## src/rtl/mul_pkg.sv

```systemverilog
// Shared widths and state encoding for the radix-16 Booth multiplier controller.
package mul_pkg;

    localparam int WIDTH      = 16;
    localparam int DIGIT_BITS = 4;
    localparam int N_DIGITS   = WIDTH / DIGIT_BITS;

    typedef enum logic [2:0] {
        IDLE,
        LOAD,
        PRECOMP,
        ITER,
        DONE
    } ctrl_state_t;

endpackage

```

## src/rtl/booth16_phase_cnt.sv

```systemverilog
// Loadable down-counter with a terminal-count flag; times the multiplier phases.
module booth16_phase_cnt #(
    parameter int CNT_W = 2
) (
    input  logic             clk,
    input  logic             rst,
    input  logic             clr,
    input  logic             load,
    input  logic [CNT_W-1:0] load_val,
    input  logic             dec,
    output logic [CNT_W-1:0] cnt,
    output logic             tc
);

    always_ff @(posedge clk or posedge rst) begin
        if (rst) begin
            cnt <= '0;
        end else if (clr) begin
            cnt <= '0;
        end else if (load) begin
            cnt <= load_val;
        end else if (dec && (cnt != '0)) begin
            cnt <= cnt - 1'b1;
        end
    end

    assign tc = (cnt == '0);

endmodule

```

## src/rtl/booth16_mul_ctrl.sv

```systemverilog
// Sequencing controller for the radix-16 Booth multiplier datapath (timing only, no data).
//
// state   | meaning
// IDLE    | waiting for a request, in_ready high
// LOAD    | operand registers load, accumulator clears
// PRECOMP | hard multiples 3x/5x/7x being generated
// ITER    | one Booth digit accumulated and shifted per cycle
// DONE    | result final, held until out_ready
module booth16_mul_ctrl
    import mul_pkg::*;
#(
    parameter int  WIDTH      = mul_pkg::WIDTH,
    parameter int  PRE_CYCLES = 2,
    localparam int N_DIG      = WIDTH / DIGIT_BITS,
    localparam int IDX_W      = (N_DIG > 1) ? $clog2(N_DIG) : 1
) (
    input  logic             clk,
    input  logic             rst,
    input  logic             in_valid,
    output logic             in_ready,
    input  logic             in_signed,
    input  logic             abort,
    output logic             load_mcand,
    output logic             load_mplier,
    output logic             acc_clr,
    output logic             precomp_en,
    output logic             acc_en,
    output logic             shift_en,
    output logic [IDX_W-1:0] digit_idx,
    output logic             sign_mode,
    output logic             out_valid,
    input  logic             out_ready
);

    localparam int CNT_MAX = (PRE_CYCLES > N_DIG) ? PRE_CYCLES : N_DIG;
    localparam int CNT_W   = (CNT_MAX > 1) ? $clog2(CNT_MAX) : 1;

    localparam logic [CNT_W-1:0] PRE_LAST = CNT_W'(PRE_CYCLES - 1);
    localparam logic [CNT_W-1:0] DIG_LAST = CNT_W'(N_DIG - 1);

    ctrl_state_t      state;
    ctrl_state_t      state_nxt;
    logic             cnt_clr;
    logic             cnt_load;
    logic             cnt_dec;
    logic [CNT_W-1:0] cnt_val;
    logic [CNT_W-1:0] cnt;
    logic             cnt_tc;
    logic [CNT_W-1:0] digit_full;
    logic             accept;

    // One counter serves both phases; it runs down so the digit index is its complement.
    booth16_phase_cnt #(
        .CNT_W (CNT_W)
    ) u_phase_cnt (
        .clk      (clk),
        .rst      (rst),
        .clr      (cnt_clr),
        .load     (cnt_load),
        .load_val (cnt_val),
        .dec      (cnt_dec),
        .cnt      (cnt),
        .tc       (cnt_tc)
    );

    assign accept     = (state == IDLE) && in_valid;
    assign digit_full = DIG_LAST - cnt;

    always_ff @(posedge clk or posedge rst) begin
        if (rst) begin
            state <= IDLE;
        end else begin
            state <= state_nxt;
        end
    end

    always_ff @(posedge clk or posedge rst) begin
        if (rst) begin
            sign_mode <= 1'b0;
        end else if (accept) begin
            sign_mode <= in_signed;
        end
    end

    always_comb begin
        state_nxt = state;
        cnt_clr   = 1'b0;
        cnt_load  = 1'b0;
        cnt_dec   = 1'b0;
        cnt_val   = '0;
        if (abort && (state != IDLE)) begin
            state_nxt = IDLE;
            cnt_clr   = 1'b1;
        end else begin
            case (state)
                IDLE: begin
                    if (in_valid) state_nxt = LOAD;
                end
                LOAD: begin
                    state_nxt = PRECOMP;
                    cnt_load  = 1'b1;
                    cnt_val   = PRE_LAST;
                end
                PRECOMP: begin
                    if (cnt_tc) begin
                        state_nxt = ITER;
                        cnt_load  = 1'b1;
                        cnt_val   = DIG_LAST;
                    end else begin
                        cnt_dec = 1'b1;
                    end
                end
                ITER: begin
                    if (cnt_tc) state_nxt = DONE;
                    else        cnt_dec   = 1'b1;
                end
                DONE: begin
                    if (out_ready) state_nxt = IDLE;
                end
                default: state_nxt = IDLE;
            endcase
        end
    end

    always_comb begin
        in_ready    = 1'b0;
        load_mcand  = 1'b0;
        load_mplier = 1'b0;
        acc_clr     = 1'b0;
        precomp_en  = 1'b0;
        acc_en      = 1'b0;
        shift_en    = 1'b0;
        out_valid   = 1'b0;
        digit_idx   = '0;
        case (state)
            IDLE:    in_ready = 1'b1;
            LOAD: begin
                load_mcand  = 1'b1;
                load_mplier = 1'b1;
                acc_clr     = 1'b1;
            end
            PRECOMP: precomp_en = 1'b1;
            ITER: begin
                acc_en    = 1'b1;
                shift_en  = 1'b1;
                digit_idx = digit_full[IDX_W-1:0];
            end
            DONE:    out_valid = 1'b1;
            default: in_ready = 1'b0;
        endcase
    end

endmodule

```

## config.mk

```make
export PLATFORM = sky130hd
export DESIGN_NAME = booth16_mul_ctrl
export DESIGN_NICKNAME = d
export VERILOG_FILES = /design/src/rtl/mul_pkg.sv /design/src/rtl/booth16_phase_cnt.sv /design/src/rtl/booth16_mul_ctrl.sv
export SDC_FILE = /design/constraint.sdc
export NUM_CORES = 1
export LEC_CHECK = 0
export BUFFER_PORTS_ARGS = -buffer_cell sky130_fd_sc_hd__buf_2
export CAP_MARGIN = 40
export CORE_AREA = 8 8 45 47
export DETAILED_ROUTE_END_ITERATION = 10
export DIE_AREA = 0 0 53 55
export GPL_TIMING_DRIVEN = 1
export PLACE_DENSITY = 0.57
export SLEW_MARGIN = 10
export SYNTH_ARGS = -nofsm -noshare
export SYNTH_HDL_FRONTEND = slang
export SYNTH_SLANG_ARGS = --single-unit
```

## constraint.sdc

```tcl
create_clock -name clk -period 2.6 [get_ports clk]
set_clock_uncertainty 0.2 [all_clocks]
set_input_delay 0.52 -clock clk [delete_from_list [all_inputs] [get_ports clk]]
set_output_delay 0.52 -clock clk [all_outputs]
set_load 0.03 [all_outputs]
```

---- Word level (Yosys, flattened, before mapping) ----
Index checks and enable logic that the tools add are counted.
word-level totals
  bits of input ports ..................... 6
  register bits ........................... 6
cells by class
  equal/unequal tests ..................... 8
  reductions and logical operators ........ 10
  add/sub/neg operators ................... 2
  multiplexer cells ....................... 25
operators with widths
  kind                                                   number
  two-way mux 3 bit                                      5
  case mux 3 bit (5 select lines)                        1
  two-way mux 2 bit                                      6
  two-way mux 1 bit                                      11
  inequality test 3 bit, second input constant           3
  == test 3 x 2 -> 1 bit, second input constant          2
  nonzero test 3 bit                                     2
  case mux 2 bit (2 select lines)                        1
  AND reduction 4 bit                                    1
  == test 3 x 1 -> 1 bit, second input constant          1
  == test 3 bit, second input constant                   1
  logical AND 1 bit                                      3
  logical NOT 3 bit                                      1
  inequality test 3 x 2 -> 1 bit, second input constant  1
  logical NOT 2 bit                                      1
  case mux 1 bit (2 select lines)                        1
  nonzero test 2 bit                                     1
  OR reduction 2 bit                                     1
  subtractor 2 x 1 -> 2 bit, second input constant       1
  subtractor 2 bit, first input constant                 1

---- Logic depth before layout (Yosys ltp) ----
Gate-level depths: netlist of the first run.
  depth after elaboration ................. 8
  mapped depth ............................ 6
  depth with buffers taken out ............ 6

---- Modules after synthesis ----
A second synthesis of the first run with hierarchy kept.
unflattened totals
  cell total of the unflattened synthesis .. 52
  area total of the unflattened synthesis .. 473.0 µm²
modules (own cells, without submodules)
  module             area an instance (µm²)  sequential area each (µm²)  instances  cells an instance
  booth16_mul_ctrl   332.8                   100.1                       1          37
  booth16_phase_cnt  140.1                   50.0                        1          15

---- Least setup slack after synthesis of the first run ----
No wires, ideal clock.
  path kind ............................... register to output
  start point ............................. register state[2]
  end point ............................... output load_mcand
  path buffers ............................ 2
  stages on the path, launching flop included .. 5
  arrival ................................. 1.504 ns
  slack ................................... 0.376 ns
  cell sequence ........................... dfrtp_1 > buf_4 > nor2b_1 > nor2b_1 > buf_4
on the way
  longest elaborated chain between the ends .. 2
ends and longest elaborated chain
  item                    line                    text
  start, declared         booth16_mul_ctrl.sv:41  ctrl_state_t state;
  start signal, assigned  booth16_mul_ctrl.sv:73  state <= state_nxt;
  == test 3 x 1 -> 1 bit  n/a
  two-way mux 1 bit       n/a
  end, declared           booth16_mul_ctrl.sv:23  output logic load_mcand,
Every way passes these cells.

---- Worst setup path after layout of the first run ----
  start point ............................. register state[0]
  end point ............................... output acc_clr
on the way
  longest elaborated chain between the ends .. 2
ends and longest elaborated chain
  item                    line                     text
  == test 3 x 1 -> 1 bit  booth16_mul_ctrl.sv:135  case (state)
  two-way mux 1 bit       booth16_mul_ctrl.sv:135
  end, declared           booth16_mul_ctrl.sv:25   output logic acc_clr,
Every way passes these cells.

==> results.py, run 1 <==
metrics = {
    "power_and_ir_drop": {
        "finalPower_mw": 0.695,
        "peakVddDrop_mv": 0.476,
        "pwr_density_cell_nw_per_um2": 1300,
        "p_leak_nw": 0.289,
    },
    "sta": {
        "drv_slew": 0,
        "hold_viol_final": 0,
        "finalSetupTns_ps": 0,
        "fmax_mhz": 464,
        "rsz0062_at_grt": "false",
        "tightest_slew_ps": 417,
        "setup_viol": 0,
        "fin_crit_sh_pct": 82.9,
        "min_period_ps": 2150,
        "relSlewSlack_pct": 72.2,
    },
    "die": {
        "core_area_um2": 1380,
        "fp.dieW_um": 53,
        "io_pins": 17,
        "start_util_pct": 32.5,
        "dieArea_um2": 2920,
        "die_y_um": 55,
        "rows": 14,
    },
    "grt": {
        "antenna_found_initial": 0,
        "grt_max_degree": 15,
        "grt_overflow_total": 0,
        "grtUsageTotal_pct": 7.47,
        "first_global_vias": 393,
        "grt_first_pass_wirelength_um": 1620,
    },
    "cells_and_area": {
        "fin_nets": 76,
        "final_cell_mix": "buf_2 (16), nor2_1 (9), dfrtp_1 (6)",
        "syn_to_final_growth_pct": 18.7,
        "antenna_cells": 0,
        "final_common_cell": "buf_2",
        "design_area_um2": 533,
        "final_cells": 83,
        "layout.filler_cells": 141,
        "drive_gt1_share_pct": 34.3,
    },
    "clock_tree": {
        "cts_buffer_depth": 2,
        "clk_latency_ps": 240,
        "htreeDepth": 1,
        "numClockSinks": 6,
        "root_buffer": "clkbuf_4",
        "ctsHoldBuffers": 1,
        "post-cts-setup-buffer-count": 0,
        "numCtsBuffers": 3,
        "cts_tree": "built",
        "path_clk_slew_ps": 40,
        "ctsResizeCount": 0,
    },
    "yosys": {
        "synth_cell_types": 24,
        "synthDominantCellAreaShare_pct": 33.4,
        "ys_ff_latch": 6,
        "ys_warn_count": 0,
        "synth_nets": 60,
        "synth.area.top_cells": "dfrtp_1 (33%), buf_4 (8.4%), nor2_1 (7.5%)",
        "synth_area_per_cell_um2": 8.48,
        "yosys.area.top_type": "dfrtp_1",
        "syn-cell-area_um2": 449,
        "ys_seq_area_share_pct": 33.4,
        "syn_inst": 53,
    },
    "placed_design": {
        "gp_congestion": 0.767,
        "place_inst": 79,
        "place_area_um2": 500,
        "dp_hpwl_um": 749,
        "io_buffers": 16,
    },
    "min_path": {
        "hp-start": "sign_mode",
        "hold_depth": 1,
        "hp-class": "reg2reg",
        "hold_end": "sign_mode",
    },
    "worst_setup_path": {
        "cp.required_ps": 1880,
        "cp_max_fo": 11,
        "crit_type": "reg2out",
        "critPathCaptureType": "output pin",
        "worst_setup_path_start_kind": "flop",
        "r2r_setup_slack_ps": 860,
        "r2r-start": "u_phase_cnt.cnt[0]",
        "r2r_cells": 6,
        "arrival_ps": 1430,
        "r2r-end": "u_phase_cnt.cnt[1]",
    },
    "job": {
        "drv_cap": 0,
    },
    "routing": {
        "drt_iter0_drc": 5,
        "wirelength_um": 945,
        "vias": 396,
        "drc": 0,
        "dr.pass1.iters": 2,
        "antenna_left": 0,
        "wire_per_inst_um": 11.4,
        "vias_per_cell": 4.77,
    },
    "status": {
        "status": "finished clean",
    },
}
==> worst max-delay path: stages, from the launching register on <==
cell and delay [ps]:
dfrtp_1 510, nor2b_1 250, nor2b_1 210, buf_2 230
==> per-layer routing <==
layer	vias to the layer above	wire length, um	global-route usage [%]
met4	0	0	3.88
met1	182	434	8.33
met3	0	45	4.01
met5	-	0	0
met2	9	465	11.3
li1	205	-	-
==> cells in the mapped netlist <==
library cell and n:
mux2i_1 1, nand2b_1 1, nor2b_1 2, a31oi_1 2, inv_1 5, o21ai_1 1
nor3b_1 1, o21a_1 2, nand2_1 3, a21oi_1 2, nor2_1 9, buf_6 1
o31ai_1 1, and2_4 1, mux2_4 2, a32oi_1 1, ha_1 1, o21ai_0 2
nor4_1 1, buf_4 5, nor3_2 1, and3_1 1, dfrtp_1 6, nand3b_1 1
==> state kept, by name, summed over array words and instances, names as in the netlist <==
register,flops
sign_mode,1
state,3
u_phase_cnt.cnt,2
==> how the worst max path moves through the flow <==
stage / depth (start not counted) / endpoint / startpoint / slack [ps]
after floorplan: 4 / load_mcand / state[2] / 380
after global placement: 3 / load_mplier / state[0] / 740
after detailed placement: 3 / acc_clr / state[0] / 700
after CTS: 3 / acc_clr / state[0] / 430
after global routing: 4 / digit_idx[0] / state[0] / 300
final: 3 / acc_clr / state[0] / 450
==> area by class of cell <==
| cell class | instances | area, um2 | area share, % |
|---|---|---|---|
| clock buffer | 3 | 22.5 | 4.23 |
| inverter | 5 | 18.8 | 3.52 |
| multi-input combinational | 36 | 231 | 43.4 |
| sequential | 6 | 150 | 28.2 |
| tap | 16 | 20.0 | 3.76 |
| timing repair buffer | 17 | 90.1 | 16.9 |
==> cell families (layout without fill, tap and decap cells) <==
group	after synthesis	after routing	share of synthesized area, %
flip-flops	6	6	33.4
AND/OR/NAND/NOR	21	21	24.5
multiplexers	3	3	8.91
AO/OA/AOI/OAI	11	11	15.3
buffers and inverters	11	25	15.0
adder cells (fa/ha/maj)	1	1	2.79
==> stage by stage <==
step / hold WS, ps / setup WS [ps] / util (%)
after floorplan: 111 / 376 / -
after global placement: 243 / 740 / 36.2
after detailed placement: 248 / 704 / 36.2
after CTS: 300 / 435 / 38.5
after global routing: 305 / 304 / 38.5
final: 304 / 446 / 38.5
==> power by group <==
group	total, mW	internal (mW)	switching [mW]	leakage, nW
registers	0.195	0.131	0.0636	0.0759
clock network	0.0833	0.0520	0.0312	0.0138
logic	0.417	0.169	0.248	0.199
Power figures use the tool's default switching activity.
==> run 2, diff against run 1 <==
--- a/config.mk
+++ b/config.mk
@@ -11,7 +11,7 @@
 export DETAILED_ROUTE_END_ITERATION = 10
 export DIE_AREA = 0 0 53 55
 export GPL_TIMING_DRIVEN = 1
-export PLACE_DENSITY = 0.57
+export PLACE_DENSITY = 0.59
 export SLEW_MARGIN = 10
 export SYNTH_ARGS = -nofsm -noshare
 export SYNTH_HDL_FRONTEND = slang
==> constraint.sdc (replaced) <==
create_clock -name clk -period 1.85 [get_ports clk]
set_clock_uncertainty 0.2 [all_clocks]
set_input_delay 0.37 -clock clk [delete_from_list [all_inputs] [get_ports clk]]
set_output_delay 0.37 -clock clk [all_outputs]
set_load 0.03 [all_outputs]
==> results.py, run 2 (synthesis gave the netlist of run 1 again) <==
metrics = {
    "cells_and_area": {
        "final_core_util_pct": 45.7,
        "top_regs": "state: 3 flops, u_phase_cnt.cnt: 2 flops, sign_mode: 1 flops",
        "largest_register": "state",
        "antenna_cells": 0,
        "layout.filler_cells": 154,
        "final_cell_mix": "buf_2 (12), buf_4 (12), nor2_1 (8)",
        "fin_nets": 84,
        "drive_gt1_share_pct": 52.0,
        "syn_to_final_growth_pct": 40.7,
        "design_area_um2": 632,
        "largest_reg_flops": 3,
    },
    "grt": {
        "grtUsageTotal_pct": 8.74,
        "antenna_found_initial": 0,
        "grt_max_degree": 14,
        "first_global_vias": 425,
        "grt_overflow_total": 0,
        "grt_first_pass_wirelength_um": 1920,
    },
    "worst_setup_path": {
        "r2r-end": "u_phase_cnt.cnt[1]",
        "crit_type": "reg2out",
        "r2r_setup_slack_ps": 130,
        "cpMaxStageDelayCell": "dfrtp_2",
        "worst_setup_path_start_kind": "flop",
        "arrival_ps": 1220,
        "crit_path_cell_trace": "nor2b_4 > nor2b_4 > buf_2",
        "cpPeakStageDelay_ps": 420,
        "cpLargestDelayFamily": "flip-flops",
        "r2r-start": "state[1]",
        "path_buf_inv": 1,
        "cp_max_fo": 7,
        "cp.required_ps": 1280,
        "critPathMostFrequentCell": "nor2b_4",
        "r2r_cells": 6,
        "critPathCaptureType": "output pin",
    },
    "clock_tree": {
        "cts_tree": "built",
        "numClockSinks": 6,
        "cts_buffer_depth": 2,
        "htreeDepth": 1,
        "path_clk_slew_ps": 40,
        "numCtsBuffers": 3,
        "clk_latency_ps": 240,
        "root_buffer": "clkbuf_4",
    },
    "routing": {
        "dr.pass1.iters": 3,
        "antenna_left": 0,
        "vias": 443,
        "wirelength_um": 1130,
        "drt_iter0_drc": 5,
        "drc": 0,
        "wire_per_inst_um": 12.4,
        "vias_per_cell": 4.87,
    },
    "placed_design": {
        "io_buffers": 16,
        "place_area_um2": 551,
        "dp_hpwl_um": 850,
        "gp_congestion": 0.751,
    },
    "min_path": {
        "hp-start": "in_signed",
        "hold_depth": 2,
        "hold_end": "sign_mode",
        "hp-class": "in2reg",
    },
    "job": {
        "drv_cap": 0,
    },
    "power_and_ir_drop": {
        "finalPower_mw": 1.13,
        "pwr_density_cell_nw_per_um2": 1790,
        "peakVddDrop_mv": 0.696,
        "p_leak_nw": 0.335,
    },
    "die": {
        "die_y_um": 55,
        "rows": 14,
        "fp.dieW_um": 53,
        "core_area_um2": 1380,
        "start_util_pct": 32.5,
        "dieArea_um2": 2920,
        "io_pins": 17,
    },
    "sta": {
        "hold_viol_final": 0,
        "tightest_slew_ps": 256,
        "hold_ws_ps": 168,
        "drv_slew": 0,
        "relSlewSlack_pct": 82.8,
        "fin_crit_sh_pct": 96.9,
        "min_period_ps": 1790,
        "rsz0062_at_grt": "true",
        "setup_viol": 0,
        "fmax_mhz": 558,
    },
    "status": {
        "status": "finished clean",
    },
}
## run 2: routing by layer
metal,GRT usage [%],up-vias,routed length [um]
met5,0,-,0
met4,2.59,0,18
met3,4.55,2,55
met2,13.5,12,616
met1,10.4,209,438
li1,-,220,-
## run 2: what timing repair did
action	CTS	global route
gates resized for setup	4	11
endpoints found under the setup margin	9	10
pin swaps	0	1
buffers inserted	0	3
hold buffers	1	0
endpoints found under the hold margin	6	0
gates cloned	0	0
## run 2: worst max path at each step
| stage | to | from | cells past startpoint | slack (ps) |
|---|---|---|---|---|
| floorplan | shift_en | state[2] | 5 | 50 |
| global placement | u_phase_cnt.cnt[1] | u_phase_cnt.cnt[1] | 6 | 200 |
| detailed placement | digit_idx[1] | state[0] | 4 | 150 |
| CTS | digit_idx[1] | state[2] | 4 | 10 |
| global route | in_ready | state[2] | 2 | -30 |
| finish | load_mplier | state[0] | 3 | 60 |
## run 2: final cells by class
cell class | count | area, um2 | share of cell area [%]
well taps | 16 | 20.0 | 3.17
inverters | 5 | 18.8 | 2.97
repair buffers | 25 | 160 | 25.3
clock buffers | 3 | 22.5 | 3.56
multi-input cells | 36 | 256 | 40.6
flip-flops and latches | 6 | 154 | 24.4
## run 2: worst register-to-register path: stages, from the launching register on
cell	delay, ps
dfrtp_2	460
buf_4	170
buf_4	130
a31oi_1	150
nor2_1	60
nor2_1	140
mux2_4	310
## run 2: through the flow
step | worst slack [ps] | TNS, ps | cells
2_1_floorplan | 54.7 | 0 | 53
3_3_place_gp | 202 | 0 | 84
3_5_place_dp | 151 | 0 | 84
4_1_cts | 12.7 | 0 | 88
5_1_grt | -28.4 | -103 | 91
6_report | 58.0 | 0 | 91
## run 2: where the power goes
| part | total, mW | internal [mW] | switching [mW] |
|---|---|---|---|
| clock network | 0.115 | 0.0730 | 0.0418 |
| registers | 0.252 | 0.189 | 0.0628 |
| logic | 0.767 | 0.343 | 0.424 |
==> run 3, diff against run 2 <==
--- a/config.mk
+++ b/config.mk
@@ -5,11 +5,12 @@
 export SDC_FILE = /design/constraint.sdc
 export NUM_CORES = 1
 export LEC_CHECK = 0
+export ABC_CLOCK_PERIOD_IN_PS = 1850
 export BUFFER_PORTS_ARGS = -buffer_cell sky130_fd_sc_hd__buf_2
 export CAP_MARGIN = 40
-export CORE_AREA = 8 8 45 47
+export CORE_AREA = 2 2 39 41
 export DETAILED_ROUTE_END_ITERATION = 10
-export DIE_AREA = 0 0 53 55
+export DIE_AREA = 0 0 41 43
 export GPL_TIMING_DRIVEN = 1
 export PLACE_DENSITY = 0.59
 export SLEW_MARGIN = 10
==> results.py, run 3 (synthesis gave the netlist of run 1 again) <==
metrics = {
    "die": {
        "start_util_pct": 32.5,
        "rows": 14,
        "dieArea_um2": 1760,
        "io_pins": 17,
        "die_y_um": 43,
        "fp.dieW_um": 41,
        "core_area_um2": 1380,
    },
    "cells_and_area": {
        "final_common_cell": "buf_2",
        "final_cell_mix": "buf_2 (10), nor2_1 (8), clkbuf_4 (6), buf_4 (6), inv_1 (5)",
        "drive_gt1_share_pct": 45.7,
        "largest_reg_flops": 3,
        "top_regs": "state: 3 flops, u_phase_cnt.cnt: 2 flops, sign_mode: 1 flops",
        "largest_register": "state",
        "antenna_cells": 0,
        "final_cells": 86,
        "fin_nets": 79,
        "syn_to_final_growth_pct": 32.6,
        "layout.filler_cells": 147,
    },
    "routing": {
        "drt_iter0_drc": 7,
        "vias_per_cell": 4.86,
        "wl_met2_um": 526,
        "dr_wl_met3_um": 37,
        "dr.pass1.iters": 3,
        "top_layer": "met4",
        "vias": 418,
        "drc": 0,
        "antenna_left": 0,
        "wire_per_inst_um": 12.3,
        "met1_length_um": 438,
        "wirelength_um": 1060,
    },
    "grt": {
        "grtUsageTotal_pct": 14.7,
        "antenna_found_initial": 0,
        "first_global_vias": 402,
        "grt_overflow_total": 0,
        "grt_first_pass_wirelength_um": 1610,
        "grt_max_degree": 15,
    },
    "status": {
        "status": "finished clean",
    },
    "placed_design": {
        "io_buffers": 16,
        "dp_hpwl_um": 766,
        "gp_congestion": 0.796,
        "pre_cts_ws_ps": 119,
        "place_inst": 81,
    },
    "sta": {
        "tightest_slew_ps": 296,
        "finalSetupTns_ps": 0,
        "setup_viol": 0,
        "hold_viol_final": 0,
        "rsz0062_at_grt": "true",
        "layout_setup_ws_ps": 15.4,
        "fin_crit_sh_pct": 99.2,
        "fmax_mhz": 545,
        "drv_slew": 0,
        "min_period_ps": 1830,
        "hold_ws_ps": 144,
        "relSlewSlack_pct": 80.3,
    },
    "power_and_ir_drop": {
        "power_frac_comb_pct": 64.4,
        "pwr_density_cell_nw_per_um2": 1840,
        "clkPwrFrac_pct": 11.7,
        "power_switching_mw": 0.533,
        "p_leak_nw": 0.308,
        "finalPower_mw": 1.09,
        "peakVddDrop_mv": 0.633,
        "sequentialPowerShare_pct": 23.9,
        "p_int_mw": 0.561,
        "p_sw_share_pct": 48.7,
    },
    "job": {
        "drv_cap": 0,
    },
    "clock_tree": {
        "numClockSinks": 6,
        "cts_tree": "built",
        "htreeDepth": 1,
        "numCtsBuffers": 3,
        "clk_latency_ps": 260,
        "path_clk_slew_ps": 50,
        "cts_buffer_depth": 2,
        "root_buffer": "clkbuf_4",
    },
    "worst_setup_path": {
        "cp.required_ps": 1280,
        "worst_setup_path_start_kind": "flop",
        "crit_type": "reg2out",
        "cp_max_fo": 14,
        "cpPeakStageDelay_ps": 510,
        "critPathCaptureType": "output pin",
        "crit_path_cell_trace": "nor3_2 > buf_2",
        "cpLargestDelayFamily": "flip-flops",
        "path_buf_inv": 1,
        "arrival_ps": 1260,
        "cpMaxStageDelayCell": "dfrtp_2",
    },
    "min_path": {
        "hp-class": "in2reg",
    },
}
-- run 3: per-stage QoR --
| stage | util, % | cell area (um2) |
|---|---|---|
| finish | 43.0 | 596 |
| global route | 43.0 | 596 |
| CTS | 41.1 | 569 |
| detailed placement | 38.2 | 528 |
| global placement | 38.2 | 528 |
| floorplan | - | 462 |
-- run 3: repair_timing --
item	CTS	global route
hold buffers	1	0
gates cloned	0	0
buffers inserted	0	1
resized for setup	4	9
endpoints found under the hold margin	6	0
setup endpoints to repair	8	11
-- run 3: per-layer routing --
metal | vias up | global-route usage [%]
met4 | 0 | 16.0
met1 | 193 | 15.3
met3 | 5 | 5.24
li1 | 211 | -
met2 | 9 | 20.3
met5 | - | 0
-- run 3: power by group through the flow --
stage	Sequential [mW]	Clock, mW	Combinational [mW]
global placement	0.260	0	0.649
finish	0.262	0.128	0.704
floorplan	0.248	0	0.565
detailed placement	0.261	0	0.654
CTS	0.263	0.131	0.664
global route	0.272	0.141	0.755
-- run 3: cell type report --
class	instances	area (um2)	share of cell area [%]
Tap cell	16	20.0	3.36
Clock buffer	3	22.5	3.78
Timing Repair Buffer	20	128	21.4
Sequential cell	6	153	25.6
Inverter	5	18.8	3.15
Multi-Input combinational cell	36	254	42.6
-- run 3: final timing paths --
path | depth (start not counted) | start | slack (ps) | to
max | 2 | state[1] | 20 | in_ready
min | 2 | in_signed | 140 | sign_mode
max reg2reg | 6 | u_phase_cnt.cnt[0] | 130 | u_phase_cnt.cnt[1]
min reg2reg | 1 | sign_mode | 320 | sign_mode
max in group asynchronous | 3 | rst | 840 | state[2]
min in group asynchronous | 3 | rst | 380 | sign_mode
